<file path="src/rtl/m2_expbus_reg_slave.sv">
// ---------------------------------------------------------------------------
// m2_expbus_reg_slave
//   Register slave for the host's multiplexed address/data expansion bus.
//   Address map (word addresses latched during the address phase):
//     0 ID {C_VERSION, C_FPGA_ID} (read-only, writes ignored)
//     1 IRQ_PEND (write 1 to clear)
//     2 IRQ_MASK (read/write)
//     3 STATUS   bit0 bad address, bit1 timeout (write 1 to clear)
//     4 .. 4+NUM_REGS-1  CTRL registers, driven out on o_ctrl
//   Writes honour the byte-lane strobes. Reads of unmapped addresses
//   return 16'hDEAD and set STATUS[0].
//
//   Optional feature: define REG_BUS_TIMEOUT_EN to abort transactions that
//   stall in ADDR/WAIT/HOLD for TIMEOUT cycles. The abort sets STATUS[1].
//
// Ports
//   i_clk, i_rst_z        clock, asynchronous active-low reset
//   o_fpga_reg_clk        bus clock to host (i_clk forwarded)
//   i_fpga_reg_en_z       transaction enable (active low)
//   i_fpga_reg_ads_z      address strobe (active low)
//   i_fpga_reg_uds_z/lds_z byte strobes [15:8]/[7:0] (active low)
//   i_fpga_reg_rd_wr_z    1 = read, 0 = write
//   o_fpga_reg_rdy_z      ready, low for exactly one cycle per transfer
//   o_fpga_intr           |(pending & mask), registered
//   b_reg_data_I/_O/_T    bus data in / out / tristate (1 = high-Z)
//   i_irq_src             fabric interrupt sources (rising-edge)
//   o_ctrl, o_wr_pulse    control registers and per-register write strobes
// ---------------------------------------------------------------------------
module m2_expbus_reg_slave #(
   parameter int C_FPGA_ID   = 1,
   parameter int C_VERSION   = 1,
   parameter int NUM_REGS    = 8,
   parameter int ADDR_W      = 8,
   parameter int WAIT_STATES = 0,
   parameter int IRQ_W       = 4,
   parameter int TIMEOUT     = 255
) (
   input  logic                    i_clk,
   input  logic                    i_rst_z,
   output logic                    o_fpga_reg_clk,
   input  logic                    i_fpga_reg_en_z,
   input  logic                    i_fpga_reg_ads_z,
   input  logic                    i_fpga_reg_uds_z,
   input  logic                    i_fpga_reg_lds_z,
   input  logic                    i_fpga_reg_rd_wr_z,
   output logic                    o_fpga_reg_rdy_z,
   output logic                    o_fpga_intr,
   input  logic [15:0]             b_reg_data_I,
   output logic [15:0]             b_reg_data_O,
   output logic                    b_reg_data_T,
   input  logic [IRQ_W-1:0]        i_irq_src,
   output logic [NUM_REGS*16-1:0]  o_ctrl,
   output logic [NUM_REGS-1:0]     o_wr_pulse
);

   typedef enum logic [2:0] {S_IDLE, S_ADDR, S_WAIT, S_ACK, S_HOLD} state_t;

   // Reset asserts asynchronously but releases on a clock edge.
   logic [1:0] rst_sync_reg;
   logic       rst_n;
   always_ff @(posedge i_clk or negedge i_rst_z) begin
      if (!i_rst_z) rst_sync_reg <= 2'b00;
      else          rst_sync_reg <= {rst_sync_reg[0], 1'b1};
   end
   assign rst_n = rst_sync_reg[1];

   assign o_fpga_reg_clk = i_clk;

   state_t            state_reg, state_next;
   logic [3:0]        wcnt_reg, wcnt_next;
   logic [ADDR_W-1:0] addr_reg;
   logic              rd_reg;
   logic              timeout_hit;
   logic [IRQ_W-1:0]  pending_reg, pending_next, mask_reg, irq_prev_reg, pend_clr;
   logic [1:0]        status_reg, status_next, stat_clr;
   logic              intr_reg;
   logic [15:0]       data_o_reg, rdata_mux, lane_mask, wdata_lane, pend16, mask16;
   logic [31:0]       addr32;
   logic              ack_cycle, wr_cycle, addr_ok;
   logic              hit_id, hit_pend, hit_mask, hit_stat;
   logic [NUM_REGS-1:0] ctrl_hit;

   // ---------------- bus FSM ----------------
   always_comb begin
      state_next = state_reg;
      wcnt_next  = wcnt_reg;
      case (state_reg)
         S_IDLE: if (!i_fpga_reg_en_z && !i_fpga_reg_ads_z) state_next = S_ADDR;
         S_ADDR: begin
            if (i_fpga_reg_en_z) state_next = S_IDLE;
            else if (i_fpga_reg_ads_z) begin
               state_next = S_WAIT;
               wcnt_next  = 4'(WAIT_STATES);
            end
         end
         S_WAIT: begin
            if (i_fpga_reg_en_z)     state_next = S_IDLE;
            else if (wcnt_reg == '0) state_next = S_ACK;
            else                     wcnt_next  = wcnt_reg - 4'd1;
         end
         S_ACK:  state_next = i_fpga_reg_en_z ? S_IDLE : S_HOLD;
         S_HOLD: if (i_fpga_reg_en_z) state_next = S_IDLE;
         default: state_next = S_IDLE;
      endcase
      if (timeout_hit) state_next = S_IDLE;
   end

   always_ff @(posedge i_clk or negedge rst_n) begin
      if (!rst_n) begin
         state_reg <= S_IDLE;
         wcnt_reg  <= '0;
         addr_reg  <= '0;
         rd_reg    <= 1'b1;
      end else begin
         state_reg <= state_next;
         wcnt_reg  <= wcnt_next;
         if (state_reg == S_IDLE && state_next == S_ADDR) begin
            addr_reg <= b_reg_data_I[ADDR_W-1:0];
            rd_reg   <= i_fpga_reg_rd_wr_z;
         end
      end
   end

`ifdef REG_BUS_TIMEOUT_EN
   localparam int TO_W = $clog2(TIMEOUT + 1);
   logic [TO_W-1:0] to_cnt_reg;
   logic            to_state;
   assign to_state    = (state_reg == S_ADDR) || (state_reg == S_WAIT) || (state_reg == S_HOLD);
   assign timeout_hit = to_state && (to_cnt_reg == TO_W'(TIMEOUT - 1));
   always_ff @(posedge i_clk or negedge rst_n) begin
      if (!rst_n)                                       to_cnt_reg <= '0;
      else if (!to_state || state_next != state_reg)    to_cnt_reg <= '0;
      else                                              to_cnt_reg <= to_cnt_reg + 1'b1;
   end
`else
   assign timeout_hit = 1'b0;
`endif

   // ---------------- decode ----------------
   assign ack_cycle  = (state_reg == S_ACK);
   assign wr_cycle   = ack_cycle && !rd_reg;
   assign lane_mask  = {{8{~i_fpga_reg_uds_z}}, {8{~i_fpga_reg_lds_z}}};
   assign wdata_lane = b_reg_data_I & lane_mask;
   assign addr32     = 32'(addr_reg);
   assign hit_id     = (addr32 == 32'd0);
   assign hit_pend   = (addr32 == 32'd1);
   assign hit_mask   = (addr32 == 32'd2);
   assign hit_stat   = (addr32 == 32'd3);
   assign addr_ok    = hit_id || hit_pend || hit_mask || hit_stat || (|ctrl_hit);

   always_comb begin
      pend16 = '0;
      mask16 = '0;
      pend16[IRQ_W-1:0] = pending_reg;
      mask16[IRQ_W-1:0] = mask_reg;
      rdata_mux = 16'hDEAD;
      if (hit_id)   rdata_mux = {8'(C_VERSION), 8'(C_FPGA_ID)};
      if (hit_pend) rdata_mux = pend16;
      if (hit_mask) rdata_mux = mask16;
      if (hit_stat) rdata_mux = {14'd0, status_reg};
      for (int k = 0; k < NUM_REGS; k++)
         if (ctrl_hit[k]) rdata_mux = o_ctrl[16*k +: 16];
   end

   // ---------------- control registers ----------------
   generate
      for (genvar gi = 0; gi < NUM_REGS; gi++) begin : g_ctrl
         logic [15:0] ctrl_reg;
         assign ctrl_hit[gi]   = (addr32 == 32'(gi + 4));
         // Strobe is asserted in the ACK cycle; the new value lands on the
         // following edge.
         assign o_wr_pulse[gi] = wr_cycle && ctrl_hit[gi] && (|lane_mask);
         always_ff @(posedge i_clk or negedge rst_n) begin
            if (!rst_n)              ctrl_reg <= '0;
            else if (o_wr_pulse[gi]) ctrl_reg <= (ctrl_reg & ~lane_mask) | wdata_lane;
         end
         assign o_ctrl[16*gi +: 16] = ctrl_reg;
      end
   endgenerate

   // ---------------- interrupts and status ----------------
   // Set terms are OR-ed in after the clear so a coincident event wins.
   assign pend_clr     = (wr_cycle && hit_pend) ? wdata_lane[IRQ_W-1:0] : '0;
   assign pending_next = (pending_reg & ~pend_clr) | (i_irq_src & ~irq_prev_reg);
   assign stat_clr     = (wr_cycle && hit_stat) ? wdata_lane[1:0] : 2'b00;
   assign status_next  = (status_reg & ~stat_clr) | {timeout_hit, ack_cycle && !addr_ok};

   always_ff @(posedge i_clk or negedge rst_n) begin
      if (!rst_n) begin
         pending_reg  <= '0;
         mask_reg     <= '0;
         irq_prev_reg <= '0;
         status_reg   <= '0;
         intr_reg     <= 1'b0;
         data_o_reg   <= '0;
      end else begin
         irq_prev_reg <= i_irq_src;
         pending_reg  <= pending_next;
         status_reg   <= status_next;
         intr_reg     <= |(pending_reg & mask_reg);
         if (wr_cycle && hit_mask)
            mask_reg <= (mask_reg & ~lane_mask[IRQ_W-1:0]) | wdata_lane[IRQ_W-1:0];
         // Read data is snapshotted on entry to ACK and held until release.
         if (state_reg == S_WAIT && state_next == S_ACK && rd_reg) data_o_reg <= rdata_mux;
         else if (state_next == S_IDLE)                             data_o_reg <= '0;
      end
   end

   assign o_fpga_intr      = intr_reg;
   assign o_fpga_reg_rdy_z = !ack_cycle;
   assign b_reg_data_O     = data_o_reg;
   // Bus released combinationally as soon as the host drops enable.
   assign b_reg_data_T     = !(rd_reg && (ack_cycle || state_reg == S_HOLD) && !i_fpga_reg_en_z);

endmodule

</file>
<file path="config.mk">
export PLATFORM = sky130hd
export DESIGN_NAME = m2_expbus_reg_slave
export DESIGN_NICKNAME = d
export VERILOG_FILES = /design/src/rtl/m2_expbus_reg_slave.sv
export SDC_FILE = /design/constraint.sdc
export NUM_CORES = 1
export LEC_CHECK = 0
export BUFFER_PORTS_ARGS = -buffer_cell sky130_fd_sc_hd__buf_2
export CAP_MARGIN = 20
export CORE_MARGIN = 2
export CORE_UTILIZATION = 57
export CTS_BUF_LIST = sky130_fd_sc_hd__clkbuf_2
export DETAILED_ROUTE_END_ITERATION = 6
export GPL_ROUTABILITY_DRIVEN = 0
export HOLD_SLACK_MARGIN = 0.02
export PLACE_DENSITY = 0.83
export SYNTH_ARGS = -nofsm -noshare
export SYNTH_HDL_FRONTEND = slang
export SYNTH_SLANG_ARGS = --single-unit
</file>
<file path="constraint.sdc">
create_clock -name i_clk -period 5.7 [get_ports i_clk]
set_input_delay 0 -clock i_clk [delete_from_list [all_inputs] [get_ports i_clk]]
set_output_delay 0 -clock i_clk [all_outputs]
set_load 0.05 [all_outputs]
</file>
==> metrics.csv <==
stage,metric,value,unit
job,MaxCap Viol Count,0,
global_routing,GRT overflow,0,
detailed_routing,routed wire length,23500,um
detailed_routing,DR iter-0 viols,508,
synthesis,Yosys top cell area share,0.524,
pwr,switching share of power,0.294,
global_routing,GRT Total Usage,0.306,
synthesis,synth top area cells,"dfrtp_1 52%, mux2_2 12%, mux2_4 7.9%",
setup_path,crit path capture type,primary output,
setup_path,"Buf+Inv Stages, Crit Path",2,
layout,Final nets,883,
status,status,finished clean,
placed_design,I/O Buffers,182,
placed_design,Final HPWL DP,15500,um
layout,synth-to-layout area growth,22.3,%
global_routing,vias in the first global route,6520,
setup_path,Worst Path Max Fanout,36,
detailed_routing,vias per std cell,6.10,
synthesis,cells after synthesis,623,
timing,Max Slew Vio Count,0,
setup_path,"Data required, critical path",5.70,ns
setup_path,worst path cell trace,"buf_12, nor2b_1, nand3_2, nand2_1, buf_2",
layout,Ant. Diodes,0,
pwr,sequential share of power,0.530,
die,Chip Height,125,um
synthesis,synth unique cells,59,
pwr,PD cells,249,nW/um2
pwr,NetSw,0.000751,W
timing,unrepaired setup endpoints after global routing,no,
setup_path,CP arrival,3.64,ns
detailed_routing,first drt pass iteration count,5,
clock_tree,insertion delay to the later sink of the worst-skew pair,0.85,ns
timing,Tmin final,3.64,ns
die,# IOs,183,
detailed_routing,detailed-route via count,6409,
synthesis,most frequent cell after synthesis,dfrtp_1,
pwr,power share of the clock group,0.318,
detailed_routing,Avg WL per Cell,22.3,um
global_routing,first-pass GRT wire length,36700,um
layout,Non-Filler Instances,1051,
die,Starting Density,0.580,
clock_tree,CTS tree,built,
pwr,cell internal pwr,0.00181,W
synthesis,Synth Warn #,0,
timing,setup TNS,0,ns
global_routing,antenna violations before repair,0,
timing,Tcrit/Tclk final,0.638,
timing,skew final,0.0418,ns
pwr,Leak,5.55,nW
synthesis,syn nets,652,
setup_path,Setup Crit Path Kind,flop to primary output,
synthesis,number of synthesized flops with an enable pin,0,
pwr,Max rail drop VDD,0.000270,V
timing,Slew Limit Headroom,0.289,
pwr,Comb pwr share,0.152,
synthesis,Syn Area/Cell,13.5,um2
synthesis,Mapped Area,8400,um2
global_routing,largest net degree at the start of global routing,79,
synthesis,ys flop type,dfrtp_1,
layout,layout cells sized above 1,0.468,
setup_path,"slowest stage delay, CP",0.88,ns
detailed_routing,Final ANT Viol Nets,0,
timing,slew at the pin closest to its max-slew limit,1.06,ns
synthesis,Yosys top cell by area,dfrtp_1,
hold_path,Hold WC Path Type,input port to flop,
setup_path,"delay-heaviest family, CP",simple AND/OR/NAND/NOR gates,
timing,Final setup viols,0,
timing,Final Hold Vio Count,0,
synthesis,most instantiated cells after synthesis,"176 x dfrtp_1, 93 x mux2_2, 44 x mux2_4",
clock_tree,"Reg clk slew, reported paths",0.20,ns
synthesis,synthesized flop and latch total,177,
setup_path,crit path launch type,flop,
die,die area,15700,um2
synthesis,register area share after synthesis,0.527,
setup_path,CP max stage cell,nor2b_1,
die,row cnt,44,
synthesis,asr flop ratio synth,1.00,
placed_design,Inst Count DP,960,
die,Core Footprint,14500,um2
timing,fmax,0.275,GHz
clock_tree,post_cts resized,0,
detailed_routing,DRC,0,
die,die width,125,um
[layout make-up]
class / instances / area, um2
Sequential cell: 177 / 4440
Fill cell: 994 / 4210
Multi-Input combinational cell: 401 / 3750
Timing Repair Buffer: 241 / 1510
Tap cell: 184 / 230
Clock inverter: 8 / 166
Clock buffer: 28 / 140
Inverter: 12 / 45.0
[routing by layer]
| layer | up-vias | track usage | part of all wire |
|---|---|---|---|
| met4 | 0 | 0.153 | 0.041 |
| met3 | 85 | 0.0659 | 0.072 |
| met2 | 357 | 0.470 | 0.48 |
| met5 | - | 0 | 0 |
| met1 | 3229 | 0.417 | 0.41 |
| li1 | 2738 | - | - |
[through the flow]
stage               setup slack [ns]  hold WS [ns]   util  instance area, um2  power (W)
floorplan                      0.404        -0.296      -                8400    0.00166
detailed placement              2.63        -0.214  0.649                9400    0.00175
finish                          2.06        0.0945  0.709               10300    0.00256
CTS                             1.67        0.0216  0.708               10300    0.00255
global placement                2.66        -0.216  0.649                9400    0.00174
global route                    1.82        0.0717  0.709               10300    0.00265
[tightest hold or removal path: cells and delay by family]
kind	cells	cell delay (ns)
buf+inv	2	0.79
compound gates	1	0.12
[layout by cell type (no fill, tap or decap), types with 3 or more instances in the layout]
cell type	instances
a21boi_0	3
a21o_1	3
a21oi_1	13
a221oi_1	12
a22o_1	6
a22oi_1	3
a31oi_1	3
and2_1	4
buf_2	182
buf_4	4
bufinv_16	5
clkbuf_2	27
dfrtp_1	173
dlygate4sd3_1	55
inv_1	12
mux2_1	6
mux2_2	93
mux2_4	44
mux2i_1	14
mux4_2	15
nand2_1	42
nand2_2	6
nand2_8	4
nand2b_1	9
nand3_1	6
nand3_2	6
nor2_1	9
nor2b_1	8
nor3_1	9
nor3b_1	4
o21ai_0	40
[path summary, 6_finish.rpt]
check / from / endpoint / slack [ns] / cells past startpoint
min: b_reg_data_I[1] / status_reg[1]$_DFF_PN0_ / 0.09 / 3
min in group asynchronous: rst_sync_reg[1]$_DFF_PN0_ / asynchronous set/reset pin / 0.34 / 0
max: addr_reg[1]$_DFFE_PN0P_ / o_wr_pulse[6] / 2.06 / 5
max in group asynchronous: rst_sync_reg[1]$_DFF_PN0_ / addr_reg[1]$_DFFE_PN0P_ / 3.84 / 1
min reg2reg: rst_sync_reg[1]$_DFF_PN0_ / asynchronous set/reset pin / 0.34 / 0
max reg2reg: addr_reg[0]$_DFFE_PN0P_ / pending_reg[2]$_DFF_PN0_ / 2.60 / 6
[cells by family after synthesis]
family,count (synthesis),share of synthesized area
DFF,177,0.527
buffers and inverters,45,0.0270
xor gates and xnor gates,2,0.00209
other,1,0.000446
AOI/OAI and AO/OA,96,0.0718
muxes,172,0.268
and+or+nand+nor,128,0.100
adders and majority gates,2,0.00298
[power by group through the flow]
stage	clock network [W]	logic [W]	registers (W)
after floorplan	0.0000378	0.000248	0.00138
after detailed placement	0.0000335	0.000324	0.00140
final	0.000814	0.000387	0.00136
after global placement	0.0000335	0.000313	0.00139
after global routing	0.000870	0.000416	0.00136
after CTS	0.000821	0.000354	0.00138
[timing repair]
item                       4_1_cts  5_1_grt
hold buffers                    55        0
buffers inserted                 0        0
setup endpoints to repair        0        0
hold endpoints to repair       176        0
(Power assumes the default switching activity.)
